### src/rtl/branch_sequencer.sv
// branch_sequencer: PC sequencer with a START/HALT run FSM, conditional
// branches, call/return through a small hardware return stack, and a
// one-cycle TAKEN/FLUSH pulse after every redirect. The PC is computed and
// loaded in the same cycle its inputs are sampled.
module branch_sequencer #(
  parameter int AW   = 16,
  parameter int DW   = 16,
  parameter int OFFW = 8,
  parameter int RSD  = 4,
  parameter int INC  = 2
) (
  input  logic                       CLOCK,
  input  logic                       CLEAR,
  input  logic                       START,
  input  logic                       HALT,
  input  logic                       STALL,
  input  logic [1:0]                 BRANCH,
  input  logic [DW-1:0]              OP_A,
  input  logic [DW-1:0]              OP_B,
  input  logic [OFFW-1:0]            OFFSET,
  input  logic                       JAL,
  input  logic                       RET,
  output logic [AW-1:0]              PC,
  output logic [AW-1:0]              NEXT_PC,
  output logic                       TAKEN,
  output logic                       FLUSH,
  output logic                       RUNNING,
  output logic                       RS_OVF,
  output logic                       RS_UNF,
  output logic [$clog2(RSD+1)-1:0]   RS_COUNT
);

  localparam int CW = $clog2(RSD + 1);
  localparam int IW = (RSD > 1) ? $clog2(RSD) : 1;

  typedef enum logic [1:0] {
    S_IDLE   = 2'd0,
    S_RUN    = 2'd1,
    S_HALTED = 2'd2
  } state_t;

  state_t              r_state;
  state_t              w_state_d;
  logic [AW-1:0]       r_pc;
  logic [AW-1:0]       w_pc_d;
  logic                r_taken;
  logic [CW-1:0]       r_count;
  logic                r_ovf;
  logic                r_unf;
  logic [AW-1:0]       r_stack [RSD];

  logic signed [DW-1:0]   w_a;
  logic signed [DW-1:0]   w_b;
  logic signed [OFFW-1:0] w_off;
  logic signed [AW-1:0]   w_off_ext;
  logic [AW-1:0]          w_target;
  logic [AW-1:0]          w_seq_pc;
  logic                   w_br_take;
  logic [IW-1:0]          w_top_idx;
  logic [IW-1:0]          w_push_idx;
  logic                   w_push;
  logic                   w_pop;
  logic                   w_set_ovf;
  logic                   w_set_unf;
  logic                   w_redirect;
  logic                   w_stack_full;

  // Operand views, branch target (word offset scaled to bytes) and sequential PC
  always_comb begin
    w_a          = OP_A;
    w_b          = OP_B;
    w_off        = OFFSET;
    w_off_ext    = AW'(w_off);
    w_target     = r_pc + AW'(w_off_ext <<< 1);
    w_seq_pc     = r_pc + AW'(INC);
    w_top_idx    = IW'(r_count - CW'(1));
    w_push_idx   = IW'(r_count);
    w_stack_full = (r_count == CW'(RSD));
    case (BRANCH)
      2'b01:   w_br_take = (w_a == w_b);
      2'b10:   w_br_take = (w_a <  w_b);
      2'b11:   w_br_take = (w_a >  w_b);
      default: w_br_take = 1'b0;
    endcase
  end

  // Next-state and next-PC decision: HALT > STALL > RET > JAL > BRANCH > sequential
  always_comb begin
    w_state_d  = r_state;
    w_pc_d     = r_pc;
    w_push     = 1'b0;
    w_pop      = 1'b0;
    w_set_ovf  = 1'b0;
    w_set_unf  = 1'b0;
    w_redirect = 1'b0;
    case (r_state)
      S_IDLE: begin
        if (START) w_state_d = S_RUN;
      end
      S_HALTED: begin
        if (START) w_state_d = S_RUN;
      end
      S_RUN: begin
        if (HALT) begin
          w_state_d = S_HALTED;
        end else if (STALL) begin
          w_pc_d = r_pc;
        end else if (RET) begin
          // A simultaneous JAL is dropped: return wins and nothing is pushed
          if (r_count != '0) begin
            w_pop      = 1'b1;
            w_pc_d     = r_stack[w_top_idx];
            w_redirect = 1'b1;
          end else begin
            w_set_unf = 1'b1;
            w_pc_d    = w_seq_pc;
          end
        end else if (JAL) begin
          // The jump happens even when the return address cannot be saved
          w_pc_d     = w_target;
          w_redirect = 1'b1;
          if (w_stack_full) w_set_ovf = 1'b1;
          else              w_push    = 1'b1;
        end else if (w_br_take) begin
          w_pc_d     = w_target;
          w_redirect = 1'b1;
        end else begin
          w_pc_d = w_seq_pc;
        end
      end
      default: w_state_d = S_IDLE;
    endcase
  end

  // Control state: FSM, PC, redirect pulse, stack pointer and sticky flags
  always_ff @(posedge CLOCK) begin
    if (CLEAR) begin
      r_state <= S_IDLE;
      r_pc    <= '0;
      r_taken <= 1'b0;
      r_count <= '0;
      r_ovf   <= 1'b0;
      r_unf   <= 1'b0;
    end else begin
      r_state <= w_state_d;
      r_pc    <= w_pc_d;
      r_taken <= w_redirect;
      if (w_push)     r_count <= r_count + CW'(1);
      else if (w_pop) r_count <= r_count - CW'(1);
      r_ovf   <= r_ovf | w_set_ovf;
      r_unf   <= r_unf | w_set_unf;
    end
  end

  // Return-address storage; contents are only meaningful below r_count
  always_ff @(posedge CLOCK) begin
    if (w_push && !CLEAR) r_stack[w_push_idx] <= w_seq_pc;
  end

  assign PC       = r_pc;
  assign NEXT_PC  = CLEAR ? '0 : w_pc_d;
  assign TAKEN    = r_taken;
  assign FLUSH    = r_taken;
  assign RUNNING  = (r_state == S_RUN);
  assign RS_OVF   = r_ovf;
  assign RS_UNF   = r_unf;
  assign RS_COUNT = r_count;

endmodule

### config.mk
export PLATFORM = sky130hd
export DESIGN_NAME = branch_sequencer
export DESIGN_NICKNAME = d
export VERILOG_FILES = /design/src/rtl/branch_sequencer.sv
export SDC_FILE = /design/constraint.sdc
export NUM_CORES = 1
export LEC_CHECK = 0
export BUFFER_PORTS_ARGS = -buffer_cell sky130_fd_sc_hd__clkbuf_2
export CAP_MARGIN = 5
export CORE_MARGIN = 1.5
export CORE_UTILIZATION = 45
export CTS_BUF_LIST = sky130_fd_sc_hd__clkbuf_4 sky130_fd_sc_hd__clkbuf_8 sky130_fd_sc_hd__clkbuf_16
export DETAILED_ROUTE_END_ITERATION = 7
export PLACE_DENSITY_LB_ADDON = 0.08
export SYNTH_ARGS = -nofsm -noshare
export SYNTH_HDL_FRONTEND = slang
export SYNTH_SLANG_ARGS = --single-unit
### constraint.sdc
create_clock -name CLOCK -period 4.04 [get_ports CLOCK]
set_input_delay 0.404 -clock CLOCK [delete_from_list [all_inputs] [get_ports CLOCK]]
set_output_delay 0.404 -clock CLOCK [all_outputs]
set_load 0.02 [all_outputs]
==> results of run 1 <==
logic make-up (layout without fill, tap and decap cells):
group | count (synthesis) | after routing | synth area share, %
buffers and inverters | 53 | 150 | 4.360
AOI/OAI and AO/OA | 100 | 100 | 14.19
adders and majority gates | 37 | 37 | 9.263
and+or+nand+nor | 114 | 114 | 11.63
xor gates and xnor gates | 28 | 28 | 4.977
muxes | 22 | 22 | 8.278
DFF | 88 | 88 | 47.30
cell usage in the layout, fill, tap and decap left out, types with 4 or more instances in the layout:
cell	n
mux4_2	16
a211o_1	4
nor2_1	27
or2_2	5
nor3_1	14
o21ai_0	12
o21bai_1	4
a211oi_1	6
o221ai_1	9
nand4_1	5
nand2_1	17
clkbuf_16	9
a21oi_1	25
ha_1	36
mux2i_1	6
o31ai_1	6
dfxtp_1	24
xnor2_1	18
edfxtp_1	64
xor2_1	9
nand3_1	17
clkbuf_2	88
buf_4	12
inv_1	34
a21o_1	4
a31oi_1	5
and2_1	4
and3_1	6
worst min path at each step:
stage / startpoint / end / slack (ns) / cells past startpoint
floorplan: PC[0]$_DFF_P_ / r_stack[0][0]$_DFFE_PP_ / 0.48 / 0
global placement: RS_OVF$_SDFF_PP0_ / RS_OVF$_SDFF_PP0_ / 0.47 / 2
detailed placement: RS_UNF$_SDFF_PP0_ / RS_UNF$_SDFF_PP0_ / 0.48 / 2
CTS: START / r_state[0]$_SDFFE_PP0P_ / 0.33 / 3
global route: START / r_state[0]$_SDFFE_PP0P_ / 0.38 / 3
finish: START / r_state[0]$_SDFFE_PP0P_ / 0.34 / 3
power by group through the flow:
stage | Combinational [W] | Clock (W) | Sequential, W
after floorplan | 0.000129 | 0 | 0.000997
after CTS | 0.000206 | 0.000843 | 0.000974
final | 0.000206 | 0.000819 | 0.000974
after detailed placement | 0.000205 | 0 | 0.000994
after global placement | 0.000201 | 0 | 0.000994
after global routing | 0.000228 | 0.000866 | 0.000975
worst min-delay path, delay by kind of cell:
kind / cells / cell delay [ns]
multiplexers: 1 / 0.06
buffers and inverters: 1 / 0.09
AND/OR/NAND/NOR: 1 / 0.07
cell type report:
class	instances	share of cell area [%]
clock buffer	9	3.753
tap	140	2.919
multi-input combinational	301	41.08
inverter	34	2.127
timing repair buffer	100	8.841
clock inverter	7	1.251
sequential	88	40.03
metrics by stage:
| stage | power [W] | std cells |
|---|---|---|
| detailed placement | 0.001199 | 663 |
| global route | 0.002068 | 679 |
| CTS | 0.002023 | 679 |
| global placement | 0.001195 | 663 |
| floorplan | 0.001126 | 442 |
| finish | 0.001999 | 679 |
per-layer routing:
metal	track usage, %	part of all wire [%]
met5	0	0
met4	7.978	2.4
met3	3.825	5.2
met2	38.04	50
met1	26.48	43
registers in the layout, summed over array words and instances, names as in the netlist:
name and cells:
RS_OVF 1, RS_COUNT 3, r_state 2, r_stack 64, PC 16, FLUSH 1
RS_UNF 1
==> key figures, run 1 <==
Die
  – Core Box Area: 0.01094 mm^2
  – Row cnt: 38
  – Die area: 0.01193 mm^2
  – IO Pins: 89
  – Die width: 109.2 um
  – Die H: 109.2 um
  – Initial Util: 46.44%

Clock tree
  – Worst skew pair latency: 0.34 ns
  – Post-cts sizing count: 0
  – Sink Count: 88
  – Maximum clock path buffer count: 2
  – Num CTS Buffers: 9
  – Root buffer cell: clkbuf_16
  – Clk slew on worst S/H paths: 0.07 ns
  – Post-CTS setup buffers: 0
  – CTS tree: yes
  – H-tree depth: 3
  – CTS Hold Bufs: 0

Drt
  – Initial DRC Count: 290
  – DR DRC count: 0
  – Wire length per cell: 18.33 um
  – 1st-pass router iterations: 5
  – Post-Route WL: 12,450 um
  – Vias per inst: 5.769
  – Via count: 3,917
  – Antenna Nets Post-Route: 0

Worst setup path
  – Slowest stage delay, CP: 0.48 ns
  – CP startpoint: PC[2]$_DFF_P_
  – CP Data Required Time: 3.64 ns
  – Worst r2r dst: PC[8]$_DFF_P_
  – Most used cell, CP: a211oi_1
  – Crit path launch type: flip-flop
  – Crit path max fanout: 7
  – Worst Path Arrival: 3.44 ns
  – Levels on crit path: 10
  – Cell breakdown of the critical path: ha_1 -> a211oi_1 -> o21ai_0 -> a31oi_1 -> xnor2_1 -> or3b_2 -> o221ai_1 -> or3b_1 -> a211oi_1 -> clkbuf_2
  – Setup crit end: NEXT_PC[8]
  – Reg2Reg Depth: 9
  – Setup CP Type: reg2out
  – Family with the most delay on the worst path: compound AO/OA/AOI/OAI gates
  – Critical path buffers and inverters: 1
  – Worst path slowest cell: dfxtp_1
  – Reg2reg setup slack: 1.04 ns
  – Origin of the critical flop-to-flop path: PC[2]$_DFF_P_
  – CP endpoint kind: output port

Layout
  – Synthesis-to-finish area growth: 18.16%
  – Final nets: 620
  – Share of post-route cells with drive strength above 1: 27.83%
  – Fin util: 54.87%
  – Multi-input gate area: 0.002465 mm^2
  – Fillers: 980
  – FF/Latch Area: 0.002402 mm^2
  – Antenna diode instance count: 0
  – Design area: 0.006001 mm^2

Placement
  – I/O Buffers: 88
  – GP Congestion: 0.8560
  – Placement-stage cell area: 0.005700 mm^2
  – Detail Placement HPWL: 9255 um
  – Dpl ws: 0.4536 ns

GRT
  – GRT Overall Usage: 21.64%
  – Largest net degree at the start of global routing: 22
  – Gr ovfl total: 0
  – Vias in the first global route: 3,709
  – Initial antenna violation count: 0
  – First-pass GRT wire length: 19,250 um

Power
  – Clock power frac: 41.0%
  – Peak supply drop: 0.3332 mV
  – PwrDens: 333.1 mW/mm^2
  – NetSw: 0.0005112 W
  – Sw Ratio: 25.57%
  – Logic pwr share: 10.3%
  – Sequential power share: 48.8%
  – Cell-internal power: 0.001488 W
  – Lkg Pwr: 2.353 nW

Yosys
  – Most common cell in the netlist: edfxtp_1
  – Post-synth top cells: edfxtp_1, ha_1, inv_1, nor2_1, a21oi_1
  – Post-synthesis cell type count: 62
  – Seq cells post-synth: 88
  – Mapped Nets: 528
  – Mean area per synthesized cell: 11.49 um^2
  – Ys async rst share: 0%
  – Yosys top cell area share: 37.84%
  – Post-synthesis sequential area ratio: 47.30%
  – Cell accounting for the most synthesized area: edfxtp_1
  – Synth area leaders: edfxtp_1, dfxtp_1, ha_1, mux4_2, xnor2_1
  – Mapped cell area: 0.005079 mm^2
  – Primary FF master, synth: edfxtp_1
  – EDFF count, synth: 64
  – Synthesized instance count: 442
  – YS warnings: 0

Worst hold path
  – Worst min path class: in2reg

Timing
  – Max Slew Vio Count: 0
  – RSZ-0062 raised after global routing: no
  – Slew @ Worst Pin: 0.9462 ns
  – Slew margin rel.: 36.68%
  – Min Tclk post-route: 3.844 ns
  – Final setup violation count: 0
  – Hold Worst Slack: 0.3358 ns
  – Fmax achieved: 0.2601 GHz
  – Worst Slack Setup Final: 0.1958 ns
  – TNS Setup: 0 ns
  – Layout Skew: 0.008096 ns
  – Fin crit share: 95.15%
  – Fin. Hold Viols: 0

Flow run
  – Max cap viols: 0

Run status
  – Status: finished, final reports clean
Power figures use the tool's default switching activity.
==> inputs of run 2 (changes only) <==
CORE_UTILIZATION = 40   (was 45)
==> run 2 against run 1 <==
  * Global-route usage decreased by 1.4 points
  * Sequential power about the same
  * Non-clock buffer count increased by 1
  * Worst setup slack improved by 0.13 ns
  * Clock power increased by 11%
  * Clock skew decreased by 0.00085 ns
  * Critical path depth unchanged
  * Final area increased by 1.2%
  * Power increased by 4.8%
  * First-iteration DRC count decreased by 7.9%
  * Via count decreased by 0.54%
  * Sequential share of layout area decreased by 0.49 points
  * Highest routed layer unchanged
==> key figures, run 2 (synthesis gave the netlist of run 1 again) <==
GRT
  – Gr ovfl total: 0
  – Largest net degree at the start of global routing: 22
  – GR Util met1: 25.36%
  – M2 GR Usage: 34.99%
  – GRT Overall Usage: 20.22%
  – Met3 usage: 4.289%
  – Grt peak-use layer: met2
  – Initial antenna violation count: 0
  – Vias in the first global route: 3,876
  – First-pass GRT wire length: 20,380 um

Placement
  – Detail Placement HPWL: 9501 um
  – Placed cells: 692
  – Placement-stage cell area: 0.005743 mm^2
  – GP Congestion: 0.8370
  – I/O Buffers: 88

Drt
  – Via count: 3,896
  – 1st-pass router iterations: 4
  – Initial DRC Count: 267
  – Wire length per cell: 18.01 um
  – Antenna Nets Post-Route: 0
  – Vias per inst: 5.503
  – DR DRC count: 0
  – Post-Route WL: 12,750 um

Timing
  – RSZ-0062 raised after global routing: no
  – Max Slew Vio Count: 0
  – TNS Setup: 0 ns
  – Fin. Hold Viols: 0
  – Slew @ Worst Pin: 0.8185 ns
  – Min Tclk post-route: 3.714 ns
  – Fmax achieved: 0.2693 GHz
  – Final setup violation count: 0
  – Slew margin rel.: 45.23%
  – Fin crit share: 91.92%
  – Layout Skew: 0.007249 ns

Worst setup path
  – Worst path slowest cell: dfxtp_1
  – Reg2reg setup slack: 1.19 ns
  – Levels on crit path: 10
  – CP startpoint: PC[2]$_DFF_P_
  – Crit path max fanout: 7
  – Slowest stage delay, CP: 0.49 ns
  – Setup CP Type: reg2out
  – Setup crit end: NEXT_PC[8]
  – CP endpoint kind: output port
  – Cell breakdown of the critical path: ha_1 -> a211oi_1 -> o21ai_0 -> a31oi_1 -> xnor2_1 -> or3b_2 -> o221ai_1 -> or3b_1 -> a211oi_2 -> clkbuf_2
  – Worst r2r dst: PC[8]$_DFF_P_
  – Reg2Reg Depth: 9
  – Critical path buffers and inverters: 1
  – Origin of the critical flop-to-flop path: PC[2]$_DFF_P_
  – CP Data Required Time: 3.64 ns
  – Family with the most delay on the worst path: compound AO/OA/AOI/OAI gates
  – Crit path launch type: flip-flop
  – Worst Path Arrival: 3.31 ns

Layout
  – Final nets: 621
  – FF/Latch Area: 0.002402 mm^2
  – Multi-input gate area: 0.002470 mm^2
  – Share of post-route cells with drive strength above 1: 28.15%
  – Max reg flops: 64
  – Synthesis-to-finish area growth: 19.61%
  – Most common cell after layout, fill and taps aside: clkbuf_2
  – Largest Register: r_stack
  – Antenna diode instance count: 0
  – Most frequent cells in the layout: clkbuf_2, edfxtp_1, ha_1
  – Design area: 0.006075 mm^2
  – Post-route insts no fill: 708
  – Fillers: 1,159

Die
  – Initial Util: 41.59%
  – Die H: 115.7 um
  – Die area: 0.01338 mm^2
  – Row cnt: 40
  – Die width: 115.7 um
  – Core Box Area: 0.01221 mm^2
  – IO Pins: 89

Clock tree
  – H-tree depth: 3
  – Post-CTS setup buffers: 0
  – Post-cts sizing count: 0
  – Sink Count: 88
  – Maximum clock path buffer count: 2
  – Worst skew pair latency: 0.35 ns
  – Num CTS Buffers: 9
  – Root buffer cell: clkbuf_16
  – Clk slew on worst S/H paths: 0.06 ns
  – CTS tree: yes
  – CTS Hold Bufs: 0

Power
  – PwrDens: 344.9 mW/mm^2
  – Total chip power: 0.002095 W
  – Lkg Pwr: 2.379 nW
  – Peak supply drop: 0.1920 mV

Worst hold path
  – Worst min path class: in2reg

Flow run
  – Max cap viols: 0

Run status
  – Status: finished, final reports clean
-- run 2: cell types whose count changed in the layout (fill, tap and decap cells not counted) --
cell and delta:
clkbuf_4 +3, inv_8 -3, bufinv_16 +2, clkinv_4 -2, a211oi_1 -1, a211oi_2 +1
buf_4 +1, clkbuf_8 +1, clkinv_2 +1, clkinv_8 -1, clkinvlp_4 -1
-- run 2: worst register-to-register path: stages (launching register included) --
cell and delay, ns:
dfxtp_1 0.49, ha_1 0.31, a211oi_1 0.30, o21ai_0 0.21, a31oi_1 0.23, xnor2_1 0.19, or3b_2 0.17, o221ai_1 0.10
or3b_1 0.43, a211oi_2 0.31
-- run 2: metrics by stage --
stage | utilization (%) | hold WS [ns] | setup WS, ns
after floorplan | - | 0.4828 | 0.5243
after global routing | 49.74 | 0.3836 | 0.05076
after global placement | 47.03 | 0.4504 | 0.4789
after CTS | 49.70 | 0.3072 | 0.2674
after detailed placement | 47.03 | 0.4911 | 0.3737
final | 49.74 | 0.3198 | 0.3263
-- run 2: area by class of cell --
| class | instances | share of cell area (%) |
|---|---|---|
| repair buffers | 101 | 8.857 |
| inverters | 34 | 2.101 |
| multi-input cells | 301 | 40.66 |
| well taps | 168 | 3.460 |
| flip-flops and latches | 88 | 39.55 |
| clock buffers | 13 | 4.305 |
| clock inverters | 3 | 1.071 |
-- run 2: how the worst min path moves through the flow --
stage / cells past startpoint / endpoint / slack, ns / start
final: 3 / r_state[0]$_SDFFE_PP0P_ / 0.32 / START
after global routing: 3 / r_state[0]$_SDFFE_PP0P_ / 0.38 / START
after CTS: 3 / r_state[0]$_SDFFE_PP0P_ / 0.31 / START
after detailed placement: 2 / RS_UNF$_SDFF_PP0_ / 0.49 / RS_UNF$_SDFF_PP0_
after global placement: 2 / RS_UNF$_SDFF_PP0_ / 0.45 / RS_UNF$_SDFF_PP0_
after floorplan: 0 / r_stack[0][0]$_DFFE_PP_ / 0.48 / PC[0]$_DFF_P_
-- run 2: where the power goes --
part,total (W),internal (W),switching (W)
Clock,0.000913,0.000579,0.000335
Combinational,0.000207,0.0000851,0.000121
Sequential,0.000975,0.000966,0.00000870
-- run 2: per-layer routing --
layer,vias up,share of wire (%),routed length [um]
met1,1908,43,5528
met4,0,1.7,216
met5,-,0,0
met3,21,4.4,564
met2,103,51,6442
li1,1864,-,-
==> inputs of run 3 (changes only) <==
BUFFER_PORTS_ARGS = -buffer_cell sky130_fd_sc_hd__buf_4   (was -buffer_cell sky130_fd_sc_hd__clkbuf_2)
==> run 3 against run 2 <==
  * Clock power fell by 9.4%
  * Utilization is 1.4 points higher
  * Sequential share of layout area down 1.1 points
  * Combinational power rose by 7%
  * Final cell count shrank 0.28%
  * Critical path type unchanged
==> key figures, run 3 (synthesis gave the netlist of run 1 again) <==
Run status
  – Status: finished, final reports clean

Clock tree
  – Post-CTS setup buffers: 0
  – H-tree depth: 3
  – Num CTS Buffers: 9
  – CTS Hold Bufs: 0
  – Maximum clock path buffer count: 2
  – Root buffer cell: clkbuf_16
  – Post-cts sizing count: 0
  – CTS tree: yes
  – Worst skew pair latency: 0.34 ns
  – Clk slew on worst S/H paths: 0.06 ns
  – Sink Count: 88

GRT
  – GRT Overall Usage: 19.93%
  – Gr ovfl total: 0
  – Vias in the first global route: 3,834
  – First-pass GRT wire length: 20,090 um
  – Largest net degree at the start of global routing: 22
  – Initial antenna violation count: 0

Layout
  – Most common cell after layout, fill and taps aside: buf_4
  – Synthesis-to-finish area growth: 22.99%
  – Multi-input gate area: 0.002465 mm^2
  – Largest Register: r_stack
  – Max reg flops: 64
  – Antenna diode instance count: 0
  – FF/Latch Area: 0.002402 mm^2
  – Final nets: 620
  – Fillers: 1,117
  – Post-route insts no fill: 706
  – Most frequent cells in the layout: buf_4, edfxtp_1, ha_1
  – Share of post-route cells with drive strength above 1: 27.51%

Power
  – Cell-internal power: 0.001551 W
  – NetSw: 0.0004723 W
  – Sw Ratio: 23.34%
  – PwrDens: 323.9 mW/mm^2
  – Peak supply drop: 0.2792 mV
  – Sequential power share: 48.2%
  – Lkg Pwr: 2.408 nW
  – Logic pwr share: 10.9%
  – Clock power frac: 40.9%

Timing
  – Fmax achieved: 0.2641 GHz
  – Slew margin rel.: 48.32%
  – Layout Skew: 0.004898 ns
  – Min Tclk post-route: 3.786 ns
  – Final setup violation count: 0
  – Fin. Hold Viols: 0
  – Max Slew Vio Count: 0
  – Worst Slack Setup Final: 0.2535 ns
  – Fin crit share: 93.72%
  – Slew @ Worst Pin: 0.7724 ns
  – Hold Worst Slack: 0.3107 ns
  – RSZ-0062 raised after global routing: no
  – TNS Setup: 0 ns

Worst setup path
  – Reg2reg setup slack: 1.08 ns
  – Crit path max fanout: 8
  – Worst r2r dst: PC[8]$_DFF_P_
  – Cell breakdown of the critical path: ha_1 -> o21ai_0 -> o21ai_0 -> a31oi_1 -> xnor2_1 -> or3b_2 -> o221ai_1 -> or3b_1 -> a211oi_1 -> buf_4
  – Slowest stage delay, CP: 0.51 ns
  – Critical path buffers and inverters: 1
  – Crit path launch type: flip-flop
  – Family with the most delay on the worst path: compound AO/OA/AOI/OAI gates
  – Most used cell, CP: o21ai_0
  – CP Data Required Time: 3.64 ns
  – Setup CP Type: reg2out
  – Origin of the critical flop-to-flop path: PC[3]$_DFF_P_
  – Reg2Reg Depth: 9
  – Worst Path Arrival: 3.38 ns
  – CP endpoint kind: output port
  – Worst path slowest cell: dfxtp_1

Worst hold path
  – WHS Path Cells: 3
  – Min-Delay Endpoint: r_state[0]$_SDFFE_PP0P_
  – Worst min path class: in2reg
  – Hold wc startpoint: START

Placement
  – I/O Buffers: 88
  – GP Congestion: 0.8139
  – Detail Placement HPWL: 9420 um
  – Dpl ws: 0.4195 ns
  – Placed cells: 691

Die
  – Initial Util: 41.59%
  – Row cnt: 40
  – Die H: 115.7 um
  – Die width: 115.7 um
  – Core Box Area: 0.01221 mm^2
  – Die area: 0.01338 mm^2
  – IO Pins: 89

Drt
  – Initial DRC Count: 273
  – Via count: 3,834
  – Vias per inst: 5.431
  – DR DRC count: 0
  – 1st-pass router iterations: 5
  – Post-Route WL: 12,670 um
  – Antenna Nets Post-Route: 0
  – Wire length per cell: 17.95 um

Flow run
  – Max cap viols: 0
==> run 3: worst max-delay path by stage <==
stage | start | endpoint | slack, ns | cells past startpoint
finish | PC[3]$_DFF_P_ | NEXT_PC[8] | 0.25 | 10
global route | PC[3]$_DFF_P_ | NEXT_PC[8] | 0.06 | 10
CTS | PC[3]$_DFF_P_ | NEXT_PC[8] | 0.29 | 10
detailed placement | OP_A[15] | NEXT_PC[9] | 0.42 | 11
global placement | OP_A[15] | NEXT_PC[6] | 0.50 | 11
floorplan | RS_COUNT[0]$_SDFFE_PP0P_ | NEXT_PC[14] | 0.52 | 8
==> run 3: power by group through the flow <==
stage | registers (W) | logic [W] | clock network (W)
CTS | 0.000975 | 0.000223 | 0.000848
global placement | 0.000995 | 0.000219 | 0
global route | 0.000975 | 0.000245 | 0.000876
floorplan | 0.000997 | 0.000129 | 0
detailed placement | 0.000995 | 0.000222 | 0
finish | 0.000975 | 0.000221 | 0.000827
==> run 3: stage by stage <==
step	instance area (um^2)	utilization [%]	total power [W]
3_5_place_dp	5956	48.77	0.001216
3_3_place_gp	5956	48.77	0.001213
4_1_cts	6246	51.15	0.002046
6_report	6246	51.15	0.002023
2_1_floorplan	5079	-	0.001126
5_1_grt	6246	51.15	0.002096
==> run 3: metal layers <==
metal | routed length [um] | track usage, % | share of wire [%]
met1 | 5417 | 25.02 | 43
met2 | 6521 | 35.54 | 51
met3 | 588 | 3.766 | 4.6
met5 | 0 | 0 | 0
met4 | 145 | 4.959 | 1.1
==> run 3: cell type report <==
type,instances,share of cell area (%)
flip-flops and latches,88,38.46
inverters,34,2.043
clock buffers,10,3.726
repair buffers,100,12.02
well taps,168,3.365
multi-input cells,301,39.46
clock inverters,5,0.9215
==> run 3: worst reg2reg max path, stage by stage (launching register included) <==
cell and delay (ns):
dfxtp_1 0.51, ha_1 0.36, o21ai_0 0.23, o21ai_0 0.15, a31oi_1 0.23, xnor2_1 0.18, or3b_2 0.16, o221ai_1 0.13
or3b_1 0.42, a211oi_1 0.44
